`src/rtl/reg_writeback.sv`:
```
// reg_writeback: writeback pipeline register with load extraction, misalign detection, forwarding hits and write counter.
module reg_writeback #(
    parameter int ADDR_W = 5,
    parameter int DATA_W = 32
) (
    input  logic              clk,
    input  logic              rst,
    input  logic              stall,
    input  logic              flush,
    input  logic              in_valid,
    input  logic              in_regwrite,
    input  logic [ADDR_W-1:0] in_dst,
    input  logic [1:0]        in_sel,
    input  logic [DATA_W-1:0] in_alu,
    input  logic [DATA_W-1:0] in_load,
    input  logic [DATA_W-1:0] in_link,
    input  logic [1:0]        in_size,
    input  logic              in_signed,
    input  logic [1:0]        in_off,
    input  logic [ADDR_W-1:0] fwd_ra,
    input  logic [ADDR_W-1:0] fwd_rb,
    output logic [ADDR_W-1:0] dirwrite,
    output logic [DATA_W-1:0] datawrite,
    output logic              memwrite,
    output logic              misalign,
    output logic              fwd_a_hit,
    output logic              fwd_b_hit,
    output logic [31:0]       wb_count
);
    logic [ADDR_W-1:0] dirwrite_q, dirwrite_d;
    logic [DATA_W-1:0] datawrite_q, datawrite_d;
    logic              memwrite_q, memwrite_d;
    logic              misalign_q, misalign_d;
    logic [31:0]       wb_count_q, wb_count_d;
    logic              take, is_load, mis, wen;
    logic [15:0]       half;
    logic [7:0]        byte_v;
    logic [DATA_W-1:0] load_ext, result;

    always_comb begin
        take     = in_valid && !stall && !flush;
        is_load  = in_sel == 2'b01;
        mis      = is_load && ((in_size == 2'b01) ? in_off[0]
                             : (in_size == 2'b10) ? 1'b0
                             : (in_off != 2'b00));
        half     = in_off[1] ? in_load[15:0] : in_load[31:16];
        byte_v   = (in_off == 2'd0) ? in_load[31:24]
                 : (in_off == 2'd1) ? in_load[23:16]
                 : (in_off == 2'd2) ? in_load[15:8] : in_load[7:0];
        load_ext = (in_size == 2'b01) ? {{(DATA_W-16){in_signed & half[15]}}, half}
                 : (in_size == 2'b10) ? {{(DATA_W-8){in_signed & byte_v[7]}}, byte_v}
                 : in_load;
        result   = is_load ? load_ext : (in_sel == 2'b10) ? in_link : in_alu;
        wen      = take && in_regwrite && (in_dst != '0) && !mis;
        // bubbles leave the last address/data visible on the write port
        dirwrite_d  = take ? in_dst : dirwrite_q;
        datawrite_d = take ? result : datawrite_q;
        memwrite_d  = wen;
        misalign_d  = take && mis;
        wb_count_d  = wb_count_q + 32'(wen);
    end

    always_ff @(posedge clk or posedge rst) begin
        if (rst) begin
            dirwrite_q  <= '0;
            datawrite_q <= '0;
            memwrite_q  <= 1'b0;
            misalign_q  <= 1'b0;
            wb_count_q  <= '0;
        end else begin
            dirwrite_q  <= dirwrite_d;
            datawrite_q <= datawrite_d;
            memwrite_q  <= memwrite_d;
            misalign_q  <= misalign_d;
            wb_count_q  <= wb_count_d;
        end
    end

    always_comb begin
        dirwrite  = dirwrite_q;
        datawrite = datawrite_q;
        memwrite  = memwrite_q;
        misalign  = misalign_q;
        wb_count  = wb_count_q;
        fwd_a_hit = memwrite_q && (dirwrite_q == fwd_ra);
        fwd_b_hit = memwrite_q && (dirwrite_q == fwd_rb);
    end
endmodule

```
`config.mk`:
```
export PLATFORM = sky130hd
export DESIGN_NAME = reg_writeback
export DESIGN_NICKNAME = d
export VERILOG_FILES = /design/src/rtl/reg_writeback.sv
export SDC_FILE = /design/constraint.sdc
export NUM_CORES = 1
export LEC_CHECK = 0
export BUFFER_PORTS_ARGS = -buffer_cell sky130_fd_sc_hd__buf_2
export CAP_MARGIN = 20
export CORE_MARGIN = 4
export CORE_UTILIZATION = 44
export CTS_CLUSTER_DIAMETER = 80
export DETAILED_ROUTE_END_ITERATION = 8
export GPL_TIMING_DRIVEN = 1
export PLACE_DENSITY_LB_ADDON = 0.08
export SETUP_SLACK_MARGIN = 0.4
export SKIP_LAST_GASP = 1
export SYNTH_ARGS = -nofsm -noshare
export SYNTH_HDL_FRONTEND = slang
export SYNTH_SLANG_ARGS = --single-unit
```
`constraint.sdc`:
```
create_clock -name clk -period 2.15 [get_ports clk]
set_input_delay 0.215 -clock clk [delete_from_list [all_inputs] [get_ports clk]]
set_output_delay 0.215 -clock clk [all_outputs]
set_load 0.01 [all_outputs]
```
==> impl_metrics.yaml, run 1 <==
grt:
  grt_max_degree: 53
  grt_pass1_wl_microns: 22300
  grt_antenna_before_repair: 1
  grtUsageTotal_pct: 24.1
  grt_pass1_vias: 4264
  overflow: 0
clocking:
  clock-sinks: 71
  clk_pin_slew_ps: 80
  cts_buffer_depth: 2
  cts_max_level: 3
  clkLatencyLatePin_ps: 350
  cts_tree: "done"
  cts_buffers: 9
  cts_root_buffer: "clkbuf_8"
finish:
  nNetsFinal: 796
  layout_common_cells: "192 x buf_2, 72 x nand2_1, 70 x dfrtp_1"
  n_fill_cell: 894
  stdcell_count: 807
  drive_gt1_share_pct: 46.3
  synthToLayoutAreaGrowth_pct: 35.7
  antenna_cells: 0
  final_common_cell: "buf_2"
critical_path:
  arrival_ps: 2030
  worstSetupPathType: "input port to register"
  critical_path_peak_fanout: 5
  end_kind: "register"
  startpoint_type: "input port"
  reg2reg_from: "wb_count[14]"
  cp.required_ps: 2420
  r2r_slack_ps: 430
  r2r_end: "wb_count[31]"
  reg2reg_depth: 4
routing:
  detail-route-antenna-nets: 0
  drc: 0
  wl_met2_microns: 7220
  dr.first_iter.drc_count: 261
  wire_per_inst_microns: 18.0
  maxUsedRoutingLayer: "met5"
  wl_met1_microns: 6190
  routed-via-count: 4518
  route.met3.wl_microns: 981
  wirelength_microns: 14600
  first_pass_iters: 5
  vias_per_cell: 5.60
outcome:
  outcome: "completed"
sta:
  setup_violations: 0
  worst_pin_slew_ps: 528
  rsz0062_at_grt: "yes"
  finalCritPeriodShare_pct: 81.6
  whs_ps: 62.7
  slew_headroom_pct: 64.8
  fmax_ghz: 0.570
  finalClockSkew_ps: 13.0
  fin_crit_ps: 1760
  slew_violations: 0
  hold_viol: 0
floorplanning:
  rows: 36
  die_h_microns: 110
  die_w_microns: 110
  die_area_sq_um: 12000
  start_util_pct: 45.8
  ioPinCount: 197
  coreArea_sq_um: 9910
placed_design:
  place_congestion: 0.911
  port_buffers: 196
  hpwl_microns: 11200
  dpl.cell_count: 786
synthesis:
  yosysSeqAreaShare_pct: 39.2
  ys_async_sr_fraction_pct: 100
  avgSynthCellArea_sq_um: 9.63
  yosysTopAreaCellShare_pct: 39.2
  synth_enable_flop_cells: 0
  syn_inst: 471
  synth-main-ff-cell: "dfrtp_1"
  ys_ff_latch: 71
  yosys_warnings: 0
  yosysTopAreaCell: "dfrtp_1"
  synth_nets: 598
  synthTopCellsByArea: "dfrtp_1 39%, mux2_2 7.9%, nand2_1 6.0%"
  synth_cell_type_count: 51
  synth_area_sq_um: 4540
power_and_ir_drop:
  power_density_nw_per_um2: 594
  vdd_drop_max_v: 0.000260
  power.leakage_nw: 2.98
worst_hold_path:
  holdPathEnd: "dirwrite[4]"
  hp-start: "in_dst[4]"
  hold_path_depth: 3
  hold_class: "input port to register"
job:
  maxCapViolCount: 0
[layer usage]
| layer | vias to the layer above | track usage [%] |
|---|---|---|
| met5 | - | 0 |
| met4 | 2 | 5.61 |
| met3 | 15 | 4.99 |
| met2 | 167 | 40.0 |
| met1 | 2176 | 32.3 |
| li1 | 2158 | - |
[sequential cells by signal, summed over array words and instances, names as in the netlist]
signal	cells
wb_count	32
memwrite	1
datawrite	32
dirwrite	5
misalign	1
[stage by stage]
| stage | TNS (ps) | cell area (sq um) | total power, mW | setup WS [ps] | utilization [%] |
|---|---|---|---|---|---|
| 5_1_grt | 0 | 6160 | 3.87 | 326 | 62.1 |
| 3_3_place_gp | -214 | 5800 | 2.56 | -47.7 | 58.5 |
| 6_report | 0 | 6160 | 3.66 | 395 | 62.1 |
| 4_1_cts | 0 | 6060 | 3.68 | 327 | 61.1 |
| 3_5_place_dp | -563 | 5800 | 2.59 | -112 | 58.5 |
| 2_1_floorplan | 0 | 4640 | 2.14 | 96.1 | - |
[area by class of cell]
type | count | area (sq um) | area share, %
Inverter | 6 | 26.3 | 0.427
Clock buffer | 9 | 124 | 2.01
Tap cell | 133 | 166 | 2.70
Timing Repair Buffer | 222 | 1250 | 20.3
Sequential cell | 71 | 1780 | 28.9
Clock inverter | 7 | 71.3 | 1.16
Multi-Input combinational cell | 359 | 2740 | 44.6
[critical path: stages]
cell and delay, ps:
buf_6 100, nor3b_4 310, o211ai_1 160, nor2_2 150
ha_2 200, and4_4 240, nand4_1 100, buf_6 170
nor3_2 180, xor2_1 190
[worst max-delay path by stage]
stage / startpoint / end / slack [ps]
6_report: stall / wb_count[29] / 390
5_1_grt: wb_count[14] / wb_count[31] / 330
4_1_cts: flush / wb_count[31] / 330
3_5_place_dp: stall / wb_count[31] / -110
3_3_place_gp: in_dst[2] / wb_count[9] / -50
2_1_floorplan: stall / wb_count[31] / 100
[Yosys cell counts (all sizes together), types with 2 or more instances]
cell and number:
nand3 12, a22oi 17, nand3b 10, nor2 15, nor3 8, o21ai 14
mux2 32, a2bb2oi 2, a21oi 13, a31oi 2, nand2 73, clkbuf 24
and3 10, nand4 7, ha 3, nor4 8, inv 6, a221oi 7
and2 2, mux2i 9, o31ai 2, xnor2 17, o211ai 3, nand2b 10
mux4 2, nor2b 3, o221ai 26, a2111oi 9, buf 11, nor3b 2
and4 4, o22ai 6, dfrtp 71, xor2 24
[cell families (layout without fill, tap and decap cells)]
kind of cell               count (synthesis)  after routing  share of synthesized area, %
AOI/OAI and AO/OA                        106            106                          18.8
xor gates and xnor gates                  41             41                          7.91
adders and majority gates                  3              3                         0.827
buffers and inverters                     41            244                          3.94
DFF                                       71             71                          39.2
muxes                                     43             43                          10.9
and+or+nand+nor                          166            166                          18.4
[power breakdown]
| part | leakage (nW) | total (mW) | switching [mW] | internal (mW) |
|---|---|---|---|---|
| registers | 0.903 | 1.61 | 0.117 | 1.49 |
| logic | 1.98 | 0.964 | 0.516 | 0.448 |
| clock network | 0.0916 | 1.08 | 0.548 | 0.535 |
[repair_timing]
item                                   in CTS  in global routing
pin swaps                                   6                  8
endpoints found under the hold margin      19                  0
setup buffers                               2                  2
gates resized for setup                     7                 19
hold buffers                                1                  0
setup endpoints to repair                  10                 36
Note: power is estimated with default switching activity, not from simulation.
==> run 2: changes to the inputs <==
==> constraint.sdc (replaced) <==
create_clock -name clk -period 1.6 [get_ports clk]
set_input_delay 0.16 -clock clk [delete_from_list [all_inputs] [get_ports clk]]
set_output_delay 0.16 -clock clk [all_outputs]
set_load 0.01 [all_outputs]
==> impl_metrics.yaml, run 2 (synthesized netlist as in run 1, its figures left out) <==
finish:
  multiInputGateArea_sq_um: 3140
  drive_gt1_share_pct: 56.5
  nNetsFinal: 853
  antenna_cells: 0
  synthToLayoutAreaGrowth_pct: 60.9
  final_common_cell: "buf_2"
  stdcell_area_sq_um: 7300
  layout_common_cells: "187 x buf_2, 70 x nand2_1, 68 x dfrtp_1"
  seq_area_sq_um: 1780
  n_fill_cell: 725
power_and_ir_drop:
  vdd_drop_max_v: 0.000408
  power_mw: 5.69
  internal_power_mw: 3.89
  power.leakage_nw: 3.49
  p_switching_mw: 1.79
  clock_power_share_pct: 32.6
  combPwrFrac_pct: 29.1
  power_density_nw_per_um2: 779
  power.switching_fraction_pct: 31.5
  seqPwrFrac_pct: 38.3
outcome:
  outcome: "finished, violations left"
  violations: "setup timing"
critical_path:
  critPathLaunch: "in_dst[2]"
  critical_path_peak_fanout: 4
  reg2reg_from: "wb_count[3]"
  startpoint_type: "input port"
  reg2reg_depth: 5
  cp.required_ps: 1840
  arrival_ps: 1980
  r2r_end: "wb_count[26]"
  end_kind: "register"
  r2r_slack_ps: -40
  worstSetupPathType: "input port to register"
placed_design:
  port_buffers: 196
  place_congestion: 0.916
  hpwl_microns: 11400
  dp_slack_ps: -628
  place_area_sq_um: 6090
grt:
  grtUsageTotal_pct: 26.6
  overflow: 0
  grt_pass1_wl_microns: 24600
  grt_antenna_before_repair: 0
  grt_pass1_vias: 4659
  grt_max_degree: 72
routing:
  routed-via-count: 4833
  vias_per_cell: 5.59
  dr.first_iter.drc_count: 305
  detail-route-antenna-nets: 0
  drc: 0
  first_pass_iters: 4
  wirelength_microns: 16300
  wire_per_inst_microns: 18.9
worst_hold_path:
  hold_path_depth: 3
  hp-start: "in_dst[2]"
  hold_class: "input port to register"
  holdPathEnd: "dirwrite[2]"
clocking:
  cts_tree: "done"
  clkLatencyLatePin_ps: 350
  cts_buffers: 9
  cts_max_level: 3
  clock-sinks: 71
  cts_root_buffer: "clkbuf_8"
  cts_buffer_depth: 2
  clk_pin_slew_ps: 90
sta:
  setup_violations: 24
  slew_headroom_pct: 65.9
  fin_crit_ps: 1750
  hold_viol: 0
  final.setup.tns_ps: -2000
  slew_violations: 0
  rsz0062_at_grt: "yes"
  finalClockSkew_ps: 8.96
  fmax_ghz: 0.573
  fin_ws_ps: -145
  finalCritPeriodShare_pct: 109
  worst_pin_slew_ps: 510
floorplanning:
  die_area_sq_um: 12000
  ioPinCount: 197
  die_w_microns: 110
  start_util_pct: 45.8
  rows: 36
  die_h_microns: 110
  coreArea_sq_um: 9910
job:
  maxCapViolCount: 0
## run 2: cell type report
| cell class | count | area share [%] |
|---|---|---|
| well taps | 133 | 2.28 |
| flip-flops and latches | 71 | 24.4 |
| multi-input cells | 359 | 43.0 |
| clock inverters | 7 | 1.75 |
| clock buffers | 9 | 1.70 |
| inverters | 6 | 0.360 |
| repair buffers | 279 | 26.6 |
## run 2: what timing repair did
item / CTS / global route
hold endpoints to repair: 71 / 0
hold buffers: 1 / 0
buffers inserted: 17 / 15
resized for setup: 62 / 59
cloned: 3 / 0
setup endpoints to repair: 64 / 79
pin swaps: 25 / 34
## run 2: stage by stage
stage | cells | util [%] | hold WS (ps)
final | 864 | 73.7 | 11.2
after global routing | 864 | 73.7 | 14.4
after CTS | 849 | 69.3 | 3.71
after detailed placement | 812 | 61.5 | 297
after global placement | 812 | 61.5 | 292
after floorplan | 471 | - | 265
## run 2: worst max path at each step
stage	end	slack, ps	depth (start not counted)
floorplan	wb_count[31]	-400	9
global placement	wb_count[9]	-550	9
detailed placement	wb_count[31]	-630	9
CTS	wb_count[25]	-130	10
global route	fwd_a_hit	-200	4
finish	wb_count[27]	-150	10
## run 2: power groups by stage
| stage | Combinational [mW] | Sequential, mW | Clock, mW |
|---|---|---|---|
| floorplan | 0.612 | 2.29 | 0 |
| global placement | 1.33 | 2.18 | 0 |
| detailed placement | 1.37 | 2.19 | 0 |
| CTS | 1.52 | 2.16 | 1.87 |
| global route | 1.80 | 2.21 | 1.97 |
| finish | 1.65 | 2.18 | 1.85 |
## run 2: routing by layer
| metal | vias up | wire (microns) | global-route usage (%) |
|---|---|---|---|
| met3 | 27 | 933 | 4.40 |
| met4 | 0 | 325 | 7.39 |
| met5 | - | 0 | 0 |
| met1 | 2366 | 6500 | 34.9 |
| met2 | 165 | 8540 | 45.2 |
| li1 | 2275 | - | - |
## run 2: worst max-delay path, cell delays in order
cell      delay, ps
buf_6            90
or4_4           520
o211ai_1        210
nor2_2           80
ha_2            220
and4_4          190
nand4_1         150
buf_6           160
nor3_4           40
xor2_1          160
==> run 3: changes to the inputs <==
--- a/config.mk
+++ b/config.mk
@@ -13,7 +13,7 @@
 export DETAILED_ROUTE_END_ITERATION = 8
 export GPL_TIMING_DRIVEN = 1
 export PLACE_DENSITY_LB_ADDON = 0.08
-export SETUP_SLACK_MARGIN = 0.4
+export SETUP_SLACK_MARGIN = 0.1
 export SKIP_LAST_GASP = 1
 export SYNTH_ARGS = -nofsm -noshare
 export SYNTH_HDL_FRONTEND = slang
==> impl_metrics.yaml, run 3 (synthesized netlist as in run 1, its figures left out) <==
outcome:
  outcome: "finished, violations left"
  violations: "setup timing"
critical_path:
  path_cells: "buf_2 -> or4_4 -> o211ai_1 -> nor2_2 -> ha_2 -> and4_4 -> buf_4 -> and2_4 -> and3_4 -> xor2_1"
  worstSetupPathType: "input port to register"
  cp.required_ps: 1840
  slowest_delay_ps: 520
  cp_top_family: "simple AND/OR/NAND/NOR gates"
  path_buf_inv: 2
  reg2reg_depth: 4
  startpoint_type: "input port"
  path_depth: 10
  arrival_ps: 1990
  critPathSlowestCell: "or4_4"
  end_kind: "register"
  critical_path_peak_fanout: 3
grt:
  grt_max_degree: 72
  grt_antenna_before_repair: 0
  overflow: 0
  grt_pass1_vias: 4588
  grt_pass1_wl_microns: 23200
  grtUsageTotal_pct: 25.0
clocking:
  cts_root_buffer: "clkbuf_8"
  cts_buffers: 9
  clock-sinks: 71
  cts_buffer_depth: 2
  cts_tree: "done"
  clk_pin_slew_ps: 80
  clkLatencyLatePin_ps: 360
  cts_max_level: 3
placed_design:
  port_buffers: 196
  hpwl_microns: 11200
  dp_slack_ps: -612
  place_area_sq_um: 5970
  place_congestion: 0.872
finish:
  synthToLayoutAreaGrowth_pct: 39.8
  drive_gt1_share_pct: 48.0
  antenna_cells: 0
  layout_common_cells: "194 x buf_2, 73 x nand2_1, 70 x dfrtp_1"
  stdcell_area_sq_um: 6340
  fin_util_pct: 64.0
  final_common_cell: "buf_2"
  nNetsFinal: 820
floorplanning:
  start_util_pct: 45.8
  die_w_microns: 110
  ioPinCount: 197
  rows: 36
  coreArea_sq_um: 9910
  die_h_microns: 110
  die_area_sq_um: 12000
routing:
  vias_per_cell: 5.56
  wirelength_microns: 14900
  detail-route-antenna-nets: 0
  wire_per_inst_microns: 17.9
  dr.first_iter.drc_count: 259
  routed-via-count: 4617
  first_pass_iters: 4
  drc: 0
sta:
  finalClockSkew_ps: 13.8
  rsz0062_at_grt: "yes"
  fmax_ghz: 0.574
  finalCritPeriodShare_pct: 109
  fin_crit_ps: 1740
  worst_pin_slew_ps: 527
  slew_headroom_pct: 64.6
  setup_violations: 22
  slew_violations: 0
  fin_ws_ps: -143
  hold_viol: 0
power_and_ir_drop:
  vdd_drop_max_v: 0.000470
  power_density_nw_per_um2: 790
  power.leakage_nw: 3.12
worst_hold_path:
  hold_class: "input port to register"
  hold_path_depth: 3
job:
  maxCapViolCount: 0
-- run 3: cell types whose count changed in the layout (fill, tap and decap cells not counted), moves of 4 or more --
| cell | delta |
|---|---|
| nand3_1 | +4 |
| a22oi_1 | +17 |
| a221oi_2 | -4 |
| a221oi_1 | +6 |
| a2111oi_4 | -8 |
| a2111oi_2 | +8 |
| buf_6 | -34 |
| buf_2 | +7 |
| a22oi_2 | -17 |
-- run 3: final timing paths --
| path | from | endpoint | slack, ps |
|---|---|---|---|
| max in group asynchronous | rst | datawrite[28] | 840 |
| hold / removal | in_dst[2] | dirwrite[2] | 30 |
| min in group asynchronous | rst | dirwrite[4] | 450 |
| setup / recovery | in_dst[1] | wb_count[9] | -140 |
| setup reg to reg | wb_count[18] | wb_count[31] | -30 |
| hold reg to reg | wb_count[31] | wb_count[31] | 470 |
-- run 3: repair_timing --
| action | 4_1_cts | 5_1_grt |
|---|---|---|
| gates resized for setup | 14 | 11 |
| setup endpoints to repair | 36 | 53 |
| hold buffers | 1 | 0 |
| setup buffers | 7 | 2 |
| pin swaps | 17 | 12 |
| hold endpoints to repair | 71 | 0 |
-- run 3: final cells by class --
type                       instances  area (sq um)
timing repair buffer             246          1440
fill                             890          3570
sequential                        71          1780
clock buffer                      10           128
clock inverter                     6          68.8
tap                              133           166
inverter                           6          26.3
multi-input combinational        359          2740
-- run 3: report_power, final --
part	internal (mW)	switching, mW
Clock	0.729	0.752
Sequential	2.01	0.148
Combinational	0.657	0.715
-- run 3: routing by layer --
layer	GRT usage, %	part of all wire, %	vias to the layer above	wire length [microns]
met5	0	0	-	0
met4	6.86	1.9	0	278
met3	5.58	6.6	23	985
met2	41.8	49	176	7340
met1	32.6	42	2221	6310
li1	-	-	2197	-
-- run 3: worst register-to-register path: cells and delay by family, from the launching register on --
kind | cells | cell delay (ps)
AND/OR/NAND/NOR | 3 | 1010
XOR/XNOR | 1 | 170
flip-flops | 1 | 410
-- run 3: metrics by stage --
step / cells / power, mW / hold WS, ps / setup TNS (ps)
after detailed placement: 807 / 3.54 / 298 / -21040
after CTS: 831 / 5.05 / 2.68 / -2250
after global routing: 831 / 5.29 / 8.60 / -4140
after floorplan: 471 / 2.87 / 265 / -7460
after global placement: 807 / 3.50 / 298 / -19670
final: 831 / 5.01 / 25.6 / -1990
